`config.mk`:
```
export PLATFORM = sky130hd
export DESIGN_NAME = equation_sequencer
export DESIGN_NICKNAME = d
export VERILOG_FILES = /design/src/rtl/equation_pkg.sv /design/src/rtl/equation_run_counter.sv /design/src/rtl/equation_sequencer.sv
export SDC_FILE = /design/constraint.sdc
export NUM_CORES = 1
export LEC_CHECK = 0
export ABC_CLOCK_PERIOD_IN_PS = 3300
export CAP_MARGIN = 10
export CORE_AREA = 2 2 126 140
export DETAILED_ROUTE_END_ITERATION = 7
export DIE_AREA = 0 0 128 142
export HOLD_SLACK_MARGIN = 0.1
export SETUP_SLACK_MARGIN = 0.02
export SLEW_MARGIN = 10
export SYNTH_ARGS = -nofsm -noshare
export SYNTH_HDL_FRONTEND = slang
export SYNTH_SLANG_ARGS = --single-unit
```
`constraint.sdc`:
```
create_clock -name wb_clk -period 3.3 [get_ports wb_clk]
set_input_delay 0.33 -clock wb_clk [delete_from_list [all_inputs] [get_ports wb_clk]]
set_output_delay 0.33 -clock wb_clk [all_outputs]
set_load 0.01 [all_outputs]
```
`src/rtl/equation_pkg.sv`:
```
// Shared types and constants for the equation sequencer.
// Engine indices, state encoding and the one-hot enable helper.
package equation_pkg;

    localparam int NUM_EQ = 4;
    localparam int SEL_W  = 2;
    localparam int CNT_W  = 32;

    localparam logic [SEL_W-1:0] EQ_SUM  = 2'd0;
    localparam logic [SEL_W-1:0] EQ_ENG1 = 2'd1;
    localparam logic [SEL_W-1:0] EQ_ENG2 = 2'd2;
    localparam logic [SEL_W-1:0] EQ_ENG3 = 2'd3;

    typedef enum logic [2:0] {
        IDLE,
        RUN,
        DONE,
        TOUT,
        DRAIN
    } eq_state_t;

    function automatic logic [NUM_EQ-1:0] eq_onehot(
        input logic [SEL_W-1:0] sel
    );
        logic [NUM_EQ-1:0] v;
        v = '0;
        v[sel] = 1'b1;
        return v;
    endfunction

endpackage

```
`src/rtl/equation_run_counter.sv`:
```
// Saturating run-length counter for the equation sequencer.
// Presents the next count and its compare against the run limit.
module equation_run_counter #(
    parameter int CNT_W   = 32,
    parameter int LIMIT_W = 16
) (
    input  logic               clk,
    input  logic               rst_n,
    input  logic               clear,
    input  logic               en,
    input  logic [LIMIT_W-1:0] limit,
    output logic [CNT_W-1:0]   count_inc,
    output logic               hit
);

    logic [CNT_W-1:0] count;

    assign count_inc = (&count) ? count : count + CNT_W'(1);
    assign hit       = (count_inc == CNT_W'(limit));

    // Count enabled cycles; clear takes priority, saturate at all-ones
    always_ff @(posedge clk or negedge rst_n) begin
        if (!rst_n) begin
            count <= '0;
        end else if (clear) begin
            count <= '0;
        end else if (en) begin
            count <= count_inc;
        end
    end

endmodule

```
`src/rtl/equation_sequencer.sv`:
```
// Start/monitor sequencer for the DSP equation engines.
// Drives one engine's enable, watches its done, reports status.
module equation_sequencer #(
    parameter int aw        = 32,
    parameter int NUM_EQ    = 4,
    parameter int TIMEOUT_W = 16
) (
    input  logic                 wb_clk,
    input  logic                 wb_rst,
    input  logic                 start,
    input  logic                 abort,
    input  logic [1:0]           eq_select,
    input  logic [aw-1:0]        base_address_in,
    input  logic [TIMEOUT_W-1:0] timeout_cycles,
    input  logic [NUM_EQ-1:0]    equation_done,
    output logic [NUM_EQ-1:0]    equation_enable,
    output logic [aw-1:0]        base_address,
    output logic                 busy,
    output logic                 done,
    output logic                 timeout_err,
    output logic                 irq,
    output logic [31:0]          cycle_count
);

    import equation_pkg::*;

    eq_state_t            state;
    eq_state_t            state_n;
    logic [1:0]           sel_q;
    logic [aw-1:0]        base_q;
    logic [TIMEOUT_W-1:0] limit_q;
    logic                 done_q;
    logic                 tout_q;
    logic [31:0]          cc_q;

    logic                 accept;
    logic                 set_done;
    logic                 set_tout;
    logic                 run_cyc;
    logic                 done_sel;
    logic                 tout_hit;
    logic                 cnt_hit;
    logic [31:0]          cnt_inc;

    assign run_cyc  = (state == RUN);
    assign done_sel = equation_done[sel_q];
    assign tout_hit = (|limit_q) && cnt_hit;

    equation_run_counter #(
        .CNT_W   (32),
        .LIMIT_W (TIMEOUT_W)
    ) u_cnt (
        .clk       (wb_clk),
        .rst_n     (wb_rst),
        .clear     (accept),
        .en        (run_cyc),
        .limit     (limit_q),
        .count_inc (cnt_inc),
        .hit       (cnt_hit)
    );

    // State register
    always_ff @(posedge wb_clk or negedge wb_rst) begin
        if (!wb_rst) begin
            state <= IDLE;
        end else begin
            state <= state_n;
        end
    end

    // Next state; abort beats done, done beats timeout
    always_comb begin
        state_n  = state;
        accept   = 1'b0;
        set_done = 1'b0;
        set_tout = 1'b0;
        unique case (state)
            IDLE: begin
                if (start) begin
                    accept  = 1'b1;
                    state_n = RUN;
                end
            end
            RUN: begin
                if (abort) begin
                    state_n = DRAIN;
                end else if (done_sel) begin
                    set_done = 1'b1;
                    state_n  = DONE;
                end else if (tout_hit) begin
                    set_tout = 1'b1;
                    state_n  = TOUT;
                end
            end
            DONE:    state_n = DRAIN;
            TOUT:    state_n = DRAIN;
            DRAIN:   state_n = IDLE;
            default: state_n = IDLE;
        endcase
    end

    // Run parameters latched on accept; sticky status on completion
    always_ff @(posedge wb_clk or negedge wb_rst) begin
        if (!wb_rst) begin
            sel_q   <= '0;
            base_q  <= '0;
            limit_q <= '0;
            done_q  <= 1'b0;
            tout_q  <= 1'b0;
            cc_q    <= '0;
        end else begin
            if (accept) begin
                sel_q   <= eq_select;
                base_q  <= base_address_in;
                limit_q <= timeout_cycles;
                done_q  <= 1'b0;
                tout_q  <= 1'b0;
            end
            if (set_done) begin
                done_q <= 1'b1;
                cc_q   <= cnt_inc;
            end
            if (set_tout) begin
                tout_q <= 1'b1;
                cc_q   <= cnt_inc;
            end
        end
    end

    assign equation_enable = run_cyc ? eq_onehot(sel_q) : '0;
    assign base_address    = base_q;
    assign busy            = (state != IDLE);
    assign irq             = (state == DONE) || (state == TOUT);
    assign done            = done_q;
    assign timeout_err     = tout_q;
    assign cycle_count     = cc_q;

endmodule

```
==> impl_metrics.json <==
{
  "first_global_vias": 6170,
  "setup_viol": 29,
  "cp-end-kind": "register",
  "vias": 5971,
  "path_buf_inv": 3,
  "overflow": 0,
  "syn_inst": 697,
  "fmax_mhz": 285,
  "crit_fanout": 7,
  "die_y_um": 142,
  "synth_edf_count": 0,
  "slowest_stage": "a2111o_1",
  "cts_buffers": 17,
  "r2r_slack_ns": -0.21,
  "synth-seq-cells": 119,
  "drv_cap": 0,
  "peakVddDrop_mv": 0.393,
  "netlist.area_leader.share_pct": 47.6,
  "nFillCells": 1508,
  "dp_hpwl_mm": 14.2,
  "finalCritPeriodShare_pct": 106,
  "required_ns": 3.60,
  "track_usage_pct": 23.2,
  "first_iter_violations": 448,
  "die-area_sq_um": 18200,
  "area_growth_pct": 48.2,
  "synth_top_area_cell": "dfrtp_1",
  "rsz0062_at_grt": "yes",
  "clockBufferDepth": 2,
  "coreArea_sq_um": 16800,
  "ant_nets": 0,
  "synth.top_cells.by_area": "dfrtp_1, nand2_1, mux2_1",
  "syn_area_sq_um": 6260,
  "layout.cells.most_common_list": "nand2_1, clkdlybuf4s50_1, dfrtp_1",
  "fin_cells": 1133,
  "firstDrtPassIters": 5,
  "hold_viol": 0,
  "synth-simple-area-share_pct": 25.7,
  "p_leak_nw": 4.35,
  "synth_top_flop_cell": "dfrtp_1",
  "crit_type": "register to register",
  "fin_crit_ns": 3.51,
  "worst_pin_slew_ns": 0.949,
  "routed_wl_mm": 20.1,
  "path_cells": "ha_2 -> nand4_1 -> or4_4 -> buf_6 -> nor3_4 -> xnor3_1 -> a221oi_2 -> o2111ai_1 -> a2111o_1 -> o21ai_4 -> buf_12 -> clkbuf_16 -> mux2_4",
  "fp.dieW_um": 128,
  "synth_top_family_by_area": "simple AND/OR/NAND/NOR gates",
  "skew_ns": 0.00640,
  "violations": "negative setup slack",
  "cp_top_family": "compound AO/OA/AOI/OAI gates",
  "tritoncts": "done",
  "drt-wirelength-per-cell_um": 17.8,
  "cp-start-kind": "register",
  "critPathMaxStageDelay_ns": 0.46,
  "yosys_warnings": 0,
  "synth_compound_area_share_pct": 10.9,
  "outcome": "finished, violations left",
  "drv_slew": 0,
  "seq_area_frac_synth_pct": 47.6,
  "place_congestion": 0.882,
  "path_clk_slew_ns": 0.06,
  "grt_max_degree": 120,
  "io_buffers": 129,
  "synth_xor_area_share_pct": 5.96,
  "maxSlewHeadroom_pct": 36.5,
  "p_per_area_nw_per_um2": 706,
  "synthArstFlopShare_pct": 100,
  "synth_fa_ha_area_share_pct": 0.200,
  "io_pins": 130,
  "synth_nets": 756,
  "place_inst": 1086,
  "num_rows": 50,
  "drc": 0,
  "grt_pass1_wl_mm": 32.6,
  "drive_gt1_share_pct": 21.1,
  "synth_cell_types": 63,
  "layout_commonest_cell": "nand2_1",
  "nets": 971,
  "antennaDiodeCount": 0,
  "total_power_mw": 6.55,
  "min-delay-path-class": "input pin to register",
  "cts_root_buffer": "clkbuf_16",
  "initial_utilization_pct": 37.3,
  "worst_slack_ns": -0.206,
  "insertion_delay_ns": 0.42,
  "antenna_found_initial": 0,
  "avgSynthCellArea_sq_um": 8.98,
  "crit_arrival_ns": 3.81,
  "numClockSinks": 119,
  "via_per_inst": 5.27,
  "h-tree-depth": 4,
  "muxShareOfSynthArea_pct": 5.48
}
cell families after synthesis:
| kind of cell | Yosys count |
|---|---|
| compound gates | 102 |
| xor+xnor | 41 |
| buf+inv | 61 |
| simple gates | 343 |
| mux | 30 |
| flops | 119 |
| fa+ha+maj | 1 |
state kept, by name, summed over array words and instances, names as in the netlist:
name          cells
base_address     32
cycle_count      32
u_cnt.count      32
limit_q          16
state             3
sel_q             2
done              1
timeout_err       1
repair_timing:
item / in CTS / in global routing
hold buffers: 1 / 0
cloned: 1 / 1
gates resized for setup: 8 / 33
setup endpoints to repair: 24 / 33
buffers inserted: 6 / 7
pin swaps: 0 / 9
endpoints found under the hold margin: 119 / 0
layer usage:
metal / share of wire (%) / up-vias / track usage, %
met3: 7.9 / 32 / 6.54
met4: 2.0 / 0 / 8.27
met2: 47 / 228 / 37.9
met1: 43 / 2886 / 29.6
li1: - / 2825 / -
met5: 0 / - / 0
where the power goes:
part | leakage [nW] | internal, mW | switching (mW)
sequential | 1.56 | 1.88 | 0.372
clock | 0.273 | 1.11 | 0.713
combinational | 2.51 | 1.20 | 1.27
cell usage after synthesis, types with 4 or more instances:
master,count
nand3_1,26
buf_2,9
or3_1,5
o22ai_1,4
dfrtp_1,119
and2_1,5
nor4_1,13
nand4_1,10
o211ai_1,4
and3_1,9
nor3_1,9
nand2_1,199
o21ai_0,41
nor2_1,43
mux2i_1,5
a21oi_1,15
mux2_1,23
a311oi_1,8
and4_1,5
clkbuf_1,33
xor2_1,18
o31ai_1,5
xnor2_1,22
inv_1,15
per-stage QoR:
stage / worst slack [ns] / setup TNS (ns) / cell area (sq um) / util [%] / hold WS (ns)
final: -0.206 / -5.17 / 9280 / 55.3 / 0.430
after global routing: -0.310 / -8.21 / 9280 / 55.3 / 0.419
after CTS: -0.139 / -2.92 / 9060 / 54.1 / 0.416
after detailed placement: -0.188 / -3.11 / 8390 / 50.0 / 0.462
after global placement: -0.158 / -2.69 / 8390 / 50.0 / 0.457
after floorplan: -0.125 / -2.85 / 6300 / - / 0.0344
final cells by class:
cell class | instances | area (sq um) | share of cell area [%]
clock buffers | 18 | 429 | 4.63
clock inverters | 14 | 153 | 1.65
inverters | 15 | 56.3 | 0.607
multi-input cells | 517 | 3190 | 34.4
flip-flops and latches | 119 | 2980 | 32.1
well taps | 208 | 260 | 2.80
repair buffers | 242 | 2210 | 23.9
final timing paths:
path | start | cells after the start | end
min in group asynchronous | wb_rst | 3 | base_address[0]
max in group asynchronous | wb_rst | 3 | u_cnt.count[5]
worst max-delay path | u_cnt.count[1] | 13 | cycle_count[20]
worst min-delay path | timeout_cycles[5] | 3 | limit_q[5]
worst min register to register | base_address[19] | 2 | base_address[19]
worst max register to register | u_cnt.count[1] | 13 | cycle_count[20]
worst min-delay path, delay by kind of cell:
family                 cells  cell delay (ns)
AND/OR/NAND/NOR            2             0.10
buffers and inverters      1             0.39
No activity file was read; power rests on OpenSTA's default activity.
